## src/rtl/keypad_scanner.sv

```systemverilog
// 4x4 matrix keypad scanner: column scan, synchronized row sensing, press/release debounce.
// Optional autorepeat while a key is held is enabled with `define KEYPAD_AUTOREPEAT_EN.
module keypad_scanner #(
  parameter int SCAN_DIV        = 1000,
  parameter int DEBOUNCE_CYCLES = 20000,
  parameter int REPEAT_CYCLES   = 5000000
) (
  input  logic       clock,
  input  logic       reset,
  input  logic [3:0] row,
  output logic [3:0] col,
  output logic       newkey,
  output logic [4:0] keycode
);

  // state      | meaning
  // SCAN       | rotate the low column, watch for any low row
  // PRESS_DB   | column frozen, latched key must stay lowest-low row
  // HELD       | key accepted, keycode valid, waiting for release
  // RELEASE_DB | latched row high, must stay high to complete release
  typedef enum logic [1:0] {SCAN, PRESS_DB, HELD, RELEASE_DB} state_t;

  localparam int MAX_A   = (SCAN_DIV > DEBOUNCE_CYCLES) ? SCAN_DIV : DEBOUNCE_CYCLES;
  localparam int MAX_CNT = (MAX_A > REPEAT_CYCLES) ? MAX_A : REPEAT_CYCLES;
  localparam int CW      = $clog2(MAX_CNT + 1);
  localparam logic [CW-1:0] SCAN_TC = CW'(SCAN_DIV - 1);
  localparam logic [CW-1:0] DB_TC   = CW'(DEBOUNCE_CYCLES - 1);
`ifdef KEYPAD_AUTOREPEAT_EN
  localparam logic [CW-1:0] REPEAT_TC = CW'(REPEAT_CYCLES - 1);
`endif

  state_t        state_q, state_d;
  logic [3:0]    row_meta_q, row_sync_q;
  logic [CW-1:0] cnt_q, cnt_d;
  logic [1:0]    col_idx_q, col_idx_d;
  logic [1:0]    row_idx_q, row_idx_d;
  logic          newkey_q, newkey_d;
  logic [4:0]    keycode_q, keycode_d;

  logic [3:0] row_low;
  logic [1:0] low_idx;
  logic       latched_low;
  logic       pressed_same;

  always_ff @(posedge clock or negedge reset) begin
    if (!reset) begin
      row_meta_q <= 4'b1111;
      row_sync_q <= 4'b1111;
      state_q    <= SCAN;
      cnt_q      <= '0;
      col_idx_q  <= 2'd0;
      row_idx_q  <= 2'd0;
      newkey_q   <= 1'b0;
      keycode_q  <= 5'b00000;
    end else begin
      row_meta_q <= row;
      row_sync_q <= row_meta_q;
      state_q    <= state_d;
      cnt_q      <= cnt_d;
      col_idx_q  <= col_idx_d;
      row_idx_q  <= row_idx_d;
      newkey_q   <= newkey_d;
      keycode_q  <= keycode_d;
    end
  end

  assign row_low = ~row_sync_q;

  always_comb begin
    low_idx = 2'd3;
    if (row_low[0])      low_idx = 2'd0;
    else if (row_low[1]) low_idx = 2'd1;
    else if (row_low[2]) low_idx = 2'd2;
  end

  assign latched_low  = row_low[row_idx_q];
  // A second key on a lower-index row changes the winner, so it aborts the press.
  assign pressed_same = latched_low && (low_idx == row_idx_q);

  always_comb begin
    state_d   = state_q;
    cnt_d     = cnt_q;
    col_idx_d = col_idx_q;
    row_idx_d = row_idx_q;
    newkey_d  = 1'b0;
    keycode_d = keycode_q;
    case (state_q)
      SCAN: begin
        if (|row_low) begin
          row_idx_d = low_idx;
          cnt_d     = '0;
          state_d   = PRESS_DB;
        end else if (cnt_q == SCAN_TC) begin
          cnt_d     = '0;
          col_idx_d = col_idx_q + 2'd1;
        end else begin
          cnt_d = cnt_q + CW'(1);
        end
      end
      PRESS_DB: begin
        if (!pressed_same) begin
          cnt_d     = '0;
          col_idx_d = col_idx_q + 2'd1;
          state_d   = SCAN;
        end else if (cnt_q == DB_TC) begin
          cnt_d     = '0;
          newkey_d  = 1'b1;
          keycode_d = {1'b1, row_idx_q, col_idx_q};
          state_d   = HELD;
        end else begin
          cnt_d = cnt_q + CW'(1);
        end
      end
      HELD: begin
        if (!latched_low) begin
          cnt_d   = '0;
          state_d = RELEASE_DB;
        end
`ifdef KEYPAD_AUTOREPEAT_EN
        else if (cnt_q == REPEAT_TC) begin
          cnt_d    = '0;
          newkey_d = !newkey_q;
        end else begin
          cnt_d = cnt_q + CW'(1);
        end
`endif
      end
      RELEASE_DB: begin
        if (latched_low) begin
          cnt_d   = '0;
          state_d = HELD;
        end else if (cnt_q == DB_TC) begin
          cnt_d        = '0;
          keycode_d[4] = 1'b0;
          state_d      = SCAN;
        end else begin
          cnt_d = cnt_q + CW'(1);
        end
      end
      default: begin
        cnt_d   = '0;
        state_d = SCAN;
      end
    endcase
  end

  assign col     = ~(4'b0001 << col_idx_q);
  assign newkey  = newkey_q;
  assign keycode = keycode_q;

endmodule

```

## config.mk

```make
export PLATFORM = sky130hd
export DESIGN_NAME = keypad_scanner
export DESIGN_NICKNAME = d
export VERILOG_FILES = /design/src/rtl/keypad_scanner.sv
export SDC_FILE = /design/constraint.sdc
export NUM_CORES = 1
export LEC_CHECK = 0
export CAP_MARGIN = 20
export CORE_MARGIN = 5
export CORE_UTILIZATION = 38
export CTS_BUF_LIST = sky130_fd_sc_hd__clkbuf_16
export CTS_CLUSTER_SIZE = 12
export DETAILED_ROUTE_END_ITERATION = 8
export GPL_TIMING_DRIVEN = 0
export PLACE_DENSITY = 0.69
export SLEW_MARGIN = 20
export SYNTH_ARGS = -nofsm -noshare
export SYNTH_HDL_FRONTEND = slang
export SYNTH_SLANG_ARGS = --single-unit
```

## constraint.sdc

```tcl
create_clock -name clock -period 2.2 [get_ports clock]
set_clock_uncertainty 0.15 [all_clocks]
set_input_delay 0.55 -clock clock [delete_from_list [all_inputs] [get_ports clock]]
set_output_delay 0.55 -clock clock [all_outputs]
set_load 0.05 [all_outputs]
```

==> out/results.ini, run 1 <==
[sta]
report.final.hold_viol_count=0
tightestPinTransition_ps=539.8
finalWorstSetupSlack_ps=-149.2
grt_setup_unrepaired=true
finalMaxSlewViolations=0
timing.final.crit_period_ps=2349
layout_worst_path_cycle_share_pct=106.8
timing.slew.headroom_pct=64.02
maxClockFrequency_mhz=425.7
setup_viol=30

[hold_path]
hold_path_class=in -> async

[worst_setup_path]
crit_path_end_kind=flop
crit_family=simple AND/OR/NAND/NOR gates
critical-path-max-stage-delay_ps=550
cp_num_buf_inv=2
worst_path_cell_chain=or4b_4 -> nor4_4 -> buf_4 -> a21oi_4 -> nor3_4 -> buf_6 -> o22ai_1
worstPathMaxFanout=5
timing_worst_setup_path_type=reg -> reg
cp.required_ps=2220
worst_ep_arrival_time_ps=2370
cp_slowest_cell=sky130_fd_sc_hd__or4b_4
setup.worst_path.start_class=flop

[synthesis]
synth-warning-count=0
synth_edf_count=0
mappedNetlistNets=214
combinational_family_with_the_most_area_after_synthesis=simple AND/OR/NAND/NOR gates
synth.yosys.seq_area_share_pct=50.67
post_synth_fa_ha_maj_area_fraction_pct=2.919
post_synth_and_or_nand_nor_area_fraction_pct=23.29
multiplexer_area_fraction_after_synthesis_pct=5.079
flop_and_latch_count_out_of_synthesis=43
synthesis.instances=203
synthesis.area_per_instance_sq_um=10.56
distinct_cells_synth=42
postSynth.topFlopCell=sky130_fd_sc_hd__dfrtp_1
post_synth_instance_area_sq_um=2143
synth_compound_gate_area_share_pct=7.706
ys_async_sr_fraction_pct=100.0
yosys.area_share.xor_xnor_pct=6.947

[job]
max_cap_viol_count=0

[floorplan]
die_height_microns=85.10
die_area_sq_um=7242
num_io_pins=16
chipWidth_microns=85.10
initial_utilization_pct=38.92
core-area_sq_um=5507
placementRows=27

[placement]
hpwlAfterDp_microns=2802
detailed_place.area_sq_um=2410
place.detailed.instances=291
place.port_buffers=15
gp_congestion=0.8053

[finish]
layout.cells.most_common=sky130_fd_sc_hd__dfrtp_1
layout-drive-gt1-share_pct=38.89
nets=262
postLayoutCoreUtil_pct=53.60
finalInstanceArea_sq_um=2952
syn2layout_area_growth_pct=37.71
antenna_cells_inserted=0
final_cell_mix=sky130_fd_sc_hd__dfrtp_1, sky130_fd_sc_hd__buf_4, sky130_fd_sc_hd__nand2_1, sky130_fd_sc_hd__nor2_1, sky130_fd_sc_hd__clkdlybuf4s50_1
final-instance-count-excl-fill=324

[route]
drt_pre_antenna_iters=4
drtIter0Drc=104
viasPerCell=5.259
detail_route.drc_violations=0
route.final.wire_length_microns=4841
routedWlPerCell_microns=14.94
routed-via-count=1704
drtAntennaViolNets=0

[clock_network]
cts-buffers-inserted=5
path_clk_slew_ps=60
cts-htree-levels=2
clock-sinks=43
clockBufferDepth=2
cts-root-buf=sky130_fd_sc_hd__clkbuf_16
tritoncts_clock_tree=yes
clk-insertion-delay-late_ps=280

[global_routing]
largest_net_degree_at_the_start_of_global_routing=31
grt.overflow.total=0
antenna_found_initial=0
grt_pass1_vias=1651
grt_pass1_wl_microns=7928
track_usage_pct=13.44

[power_and_ir_drop]
p_per_area_nw_per_um2=915.5
vdd_drop_max_v=0.0005861
total_power_mw=2.702
power_leakage_nw=1.225

[outcome]
status=complete, but fails checks
failed_checks=negative setup slack

==> per-stage QoR <==
stage	setup WS (ps)	TNS, ps	hold WS [ps]
2_1_floorplan	-31.39	-31.39	104.4
3_3_place_gp	-657.9	-30200	195.6
3_5_place_dp	-324.3	-5791	196.9
4_1_cts	-48.04	-632.6	25.53
5_1_grt	-235.5	-5547	46.30
6_report	-149.2	-3138	13.81
==> routing by layer <==
layer / GRT usage, % / share of wire [%] / routed length, microns / vias to the layer above
met5: 0 / 0 / 0 / -
met4: 4.892 / 2.2 / 106 / 0
met3: 2.524 / 3.1 / 150 / 9
met2: 22.60 / 50 / 2444 / 30
met1: 17.16 / 44 / 2139 / 858
li1: - / - / - / 807
==> repair_timing <==
item / in CTS / in global routing
pin swaps: 5 / 20
gates resized for setup: 28 / 33
hold endpoints to repair: 0 / 0
cloned: 2 / 0
endpoints found under the setup margin: 31 / 33
hold buffers: 0 / 0
buffers inserted: 19 / 6
==> cells by family (layout without fill, tap and decap cells) <==
logic type,Yosys count,in the layout
compound gates,22,22
mux,9,9
buf+inv,15,64
simple gates,92,92
fa+ha+maj,5,5
flops,43,43
xor+xnor,17,17
==> final cells by class <==
cell class,count,area (sq um)
multi-input combinational,145,1180
tap,72,90.09
sequential,43,1087
buffer,3,26.28
clock buffer,5,125.1
timing repair buffer,43,366.6
fill,459,2555
clock inverter,3,38.79
inverter,10,37.54
==> sequential cells by signal, indices dropped and copies added, names as in the netlist <==
| register | cells |
|---|---|
| cnt_q | 23 |
| keycode | 5 |
| newkey | 1 |
| row_idx_q | 2 |
| row_meta_q | 4 |
| col_idx_q | 2 |
| row_sync_q | 4 |
| state_q | 2 |
==> worst reg2reg max path: cells and delay by family (launching register included) <==
family                 cells  cell delay [ps]
AOI/OAI and AO/OA          2              120
buffers and inverters      2              390
DFF                        1              390
and+or+nand+nor            3             1200
==> final timing paths <==
kind	start	slack, ps	endpoint	cells after the start
min in group clock	row_meta_q[1]	200	row_sync_q[1]	0
min reg2reg	row_meta_q[1]	200	row_sync_q[1]	0
min	reset	10	keycode[2]	1
max in group asynchronous	reset	1350	row_meta_q[3]	2
max reg2reg	cnt_q[7]	-150	cnt_q[3]	7
max	cnt_q[7]	-150	cnt_q[3]	7
==> synthesized netlist by cell type (2+ instances only) <==
cell type	n	area, sq um
sky130_fd_sc_hd__dfrtp_1	35	875.8
sky130_fd_sc_hd__a21oi_1	6	30.03
sky130_fd_sc_hd__nand4_1	6	37.54
sky130_fd_sc_hd__xor2_1	11	96.34
sky130_fd_sc_hd__dfstp_2	8	210.2
sky130_fd_sc_hd__and3_1	4	25.02
sky130_fd_sc_hd__nand3b_1	2	15.01
sky130_fd_sc_hd__nand3_1	10	50.05
sky130_fd_sc_hd__xnor2_1	6	52.55
sky130_fd_sc_hd__nor4_1	4	25.02
sky130_fd_sc_hd__o22ai_1	2	12.51
sky130_fd_sc_hd__nor2_1	25	93.84
sky130_fd_sc_hd__mux2_2	5	56.30
sky130_fd_sc_hd__nand2_1	17	63.81
sky130_fd_sc_hd__nand4b_1	2	17.52
sky130_fd_sc_hd__nor3_2	4	40.04
sky130_fd_sc_hd__clkbuf_1	2	7.510
sky130_fd_sc_hd__mux2i_1	3	30.03
sky130_fd_sc_hd__ha_1	5	62.56
sky130_fd_sc_hd__o21ai_0	5	25.02
sky130_fd_sc_hd__and4_1	2	17.52
sky130_fd_sc_hd__buf_6	2	22.52
sky130_fd_sc_hd__inv_1	10	37.54
sky130_fd_sc_hd__nor3_1	8	40.04
sky130_fd_sc_hd__a21o_1	2	15.01
==> power by group <==
part,total (mW),internal [mW],switching (mW)
clock network,0.827,0.529,0.298
logic,0.906,0.419,0.487
registers,0.969,0.865,0.104
total,2.70,1.81,0.888
No activity file was read; power rests on OpenSTA's default activity.
==> inputs of run 2 (changes only) <==
Settings changed: CTS_BUF_LIST sky130_fd_sc_hd__clkbuf_16 to not set.
==> run 2 against run 1 <==
- the flow still finishes with violations (negative setup slack)
- total power decreased by 7.8%
- fmax rose by 0.56%
- die area did not move
==> out/results.ini, run 2 (synthesis results as in run 1) <==
[outcome]
status=complete, but fails checks
failed_checks=negative setup slack

[global_routing]
antenna_found_initial=0  ; unchanged
grt.overflow.total=0  ; unchanged
met1_usage_pct=15.59  ; -1.6 points
groute.layer.met3.usage_pct=2.621  ; +0.097 points
grt_pass1_vias=1748  ; +5.9%
grt_pass1_wl_microns=7955  ; +0.34%
grt_util_met2_pct=24.22  ; +1.6 points
global_route.peak_usage_layer=met2
largest_net_degree_at_the_start_of_global_routing=31  ; unchanged
track_usage_pct=13.52  ; +0.084 points

[power_and_ir_drop]
power_leakage_nw=1.204  ; -1.8%
p_per_area_nw_per_um2=865.8  ; -5.4%
clock_power_share_pct=25.6  ; -5.0 points
power.internal_mw=1.641  ; -9.6%
switching_share_pct=34.12  ; +1.3 points
combinationalPowerShare_pct=35.8  ; +2.3 points
vdd_drop_max_v=0.0006174  ; +5.3%
power_frac_seq_pct=38.6  ; +2.7 points
net_switching_component_of_the_power_mw=0.8499  ; -4.3%

[placement]
hpwlAfterDp_microns=2802  ; unchanged
place.port_buffers=15  ; unchanged
detailed_place.area_sq_um=2410  ; unchanged
gp_congestion=0.8053  ; unchanged

[sta]
timing.slew.headroom_pct=63.98  ; about the same
setup_viol=25  ; -17%
timing.final.crit_period_ps=2336  ; -13.00 ps
grt_setup_unrepaired=true
worst_hold_slack_after_final_layout_ps=206.8  ; +193.0 ps
tightestPinTransition_ps=540.3  ; +0.5183 ps
finalMaxSlewViolations=0  ; unchanged
report.final.hold_viol_count=0  ; unchanged
finalWorstSetupSlack_ps=-136.2  ; +13.00 ps
layout_worst_path_cycle_share_pct=106.2  ; -0.59 points
maxClockFrequency_mhz=428.0  ; +0.56%

[floorplan]
chipWidth_microns=85.10  ; unchanged
initial_utilization_pct=38.92  ; unchanged
die_height_microns=85.10  ; unchanged
die_area_sq_um=7242  ; unchanged
core-area_sq_um=5507  ; unchanged
num_io_pins=16  ; unchanged
placementRows=27  ; unchanged

[finish]
largest_register=cnt_q
final_cell_mix=sky130_fd_sc_hd__dfrtp_1, sky130_fd_sc_hd__nand2_1, sky130_fd_sc_hd__buf_4, sky130_fd_sc_hd__nor2_2, sky130_fd_sc_hd__xor2_1
antenna_cells_inserted=0  ; unchanged
layout-drive-gt1-share_pct=37.96  ; -0.93 points
final-seq-area_sq_um=1086  ; -0.11%
syn2layout_area_growth_pct=34.21
layout.cells.most_common=sky130_fd_sc_hd__dfrtp_1
nets=255  ; -2.7%
finalInstanceArea_sq_um=2877  ; -2.5%
n_fill_cell=484  ; +5.4%
largest_reg_flops=23  ; unchanged
multi_input_area_sq_um=1174  ; -0.53%

[hold_path]
worstHoldEndpoint=row_sync_q[1]
hold_path_class=reg -> reg
worstHoldPathCells=0
min-delay-start=row_meta_q[1]

[clock_network]
path_clk_slew_ps=80  ; +20 ps
cts-htree-levels=2  ; unchanged
tritoncts_clock_tree=yes
clockBufferDepth=2  ; unchanged
cts-root-buf=sky130_fd_sc_hd__clkbuf_8
clock-sinks=43  ; unchanged
clk-insertion-delay-late_ps=300  ; +20 ps
cts-buffers-inserted=5  ; unchanged

[worst_setup_path]
cp_num_buf_inv=3  ; +1
rr_startpoint=cnt_q[5]
worst_r2r_endpoint=cnt_q[3]
worst_ep_arrival_time_ps=2370  ; about the same
timing_worst_setup_path_type=reg -> reg
cp_slowest_cell=sky130_fd_sc_hd__or4b_4
worstPathMaxFanout=6  ; +1
crit_family=simple AND/OR/NAND/NOR gates
crit_path_end_kind=flop
cp.required_ps=2230  ; about the same
critical-path-max-stage-delay_ps=520  ; -30 ps
reg2reg_depth=8  ; +1
worst_path_cell_chain=or4b_4 -> nor4_4 -> buf_4 -> a21oi_4 -> nor3_4 -> buf_12 -> buf_6 -> o22ai_1
r2r_slack_ps=-140  ; about the same
setup.worst_path.start_class=flop

[route]
viasPerCell=5.312  ; +1.0%
detail_route.drc_violations=0  ; unchanged
routedWlPerCell_microns=14.37  ; -3.8%
route.final.wire_length_microns=4556  ; -5.9%
routed-via-count=1684  ; -1.2%
drtIter0Drc=83  ; -20%
drtAntennaViolNets=0  ; unchanged
drt_pre_antenna_iters=4  ; unchanged

[job]
max_cap_viol_count=0  ; unchanged

-- run 2: routing by layer --
metal  vias to the layer above  share of wire [%]
met5                         -                  0
met4                         0                1.7
met3                         6                3.4
met2                        26                 52
met1                       863                 43
li1                        789                  -
-- run 2: cell type report --
class,instances,share of cell area (%)
buffer,3,0.9134
tap,72,3.132
multi-input combinational,145,40.80
inverter,10,1.305
sequential,43,37.76
timing repair buffer,36,12.01
clock buffer,6,2.871
clock inverter,2,1.218
-- run 2: timing repair --
item	4_1_cts	5_1_grt
endpoints found under the setup margin	31	34
resized for setup	51	16
pin swaps	26	9
buffers inserted	14	3
hold buffers	1	0
endpoints found under the hold margin	10	0
cloned	2	0
-- run 2: power groups by stage --
stage	logic, mW	clock network (mW)	registers, mW
after global placement	0.643	0	0.946
after CTS	0.859	0.660	0.929
final	0.891	0.638	0.961
after detailed placement	0.660	0	0.948
after global routing	0.955	0.678	0.976
after floorplan	0.495	0	0.929
-- run 2: metrics by stage --
step / util [%] / instances / total power [mW] / TNS [ps] / setup slack (ps)
after floorplan: - / 203 / 1.424 / -31.39 / -31.39
after global placement: 43.49 / 290 / 1.589 / -30200 / -657.9
after detailed placement: 43.76 / 291 / 1.609 / -5791 / -324.3
final: 52.24 / 317 / 2.490 / -2036 / -136.2
after global routing: 52.24 / 317 / 2.609 / -3793 / -200.2
after CTS: 50.92 / 315 / 2.447 / -1791 / -114.4
-- run 2: how the worst max path moves through the flow --
stage | cells after the start | start | endpoint
2_1_floorplan | 7 | row_sync_q[0] | col_idx_q[1]
3_3_place_gp | 1 | reset | cnt_q[20]
3_5_place_dp | 6 | row_idx_q[1] | cnt_q[12]
4_1_cts | 5 | row_idx_q[1] | keycode[2]
5_1_grt | 8 | cnt_q[5] | cnt_q[3]
6_report | 8 | cnt_q[5] | cnt_q[3]
==> inputs of run 3 (changes only) <==
Settings changed: CTS_CLUSTER_DIAMETER set to 100.
==> results of run 3 <==
Same layout as run 2: the final DEF is identical, and so are final timing and power.
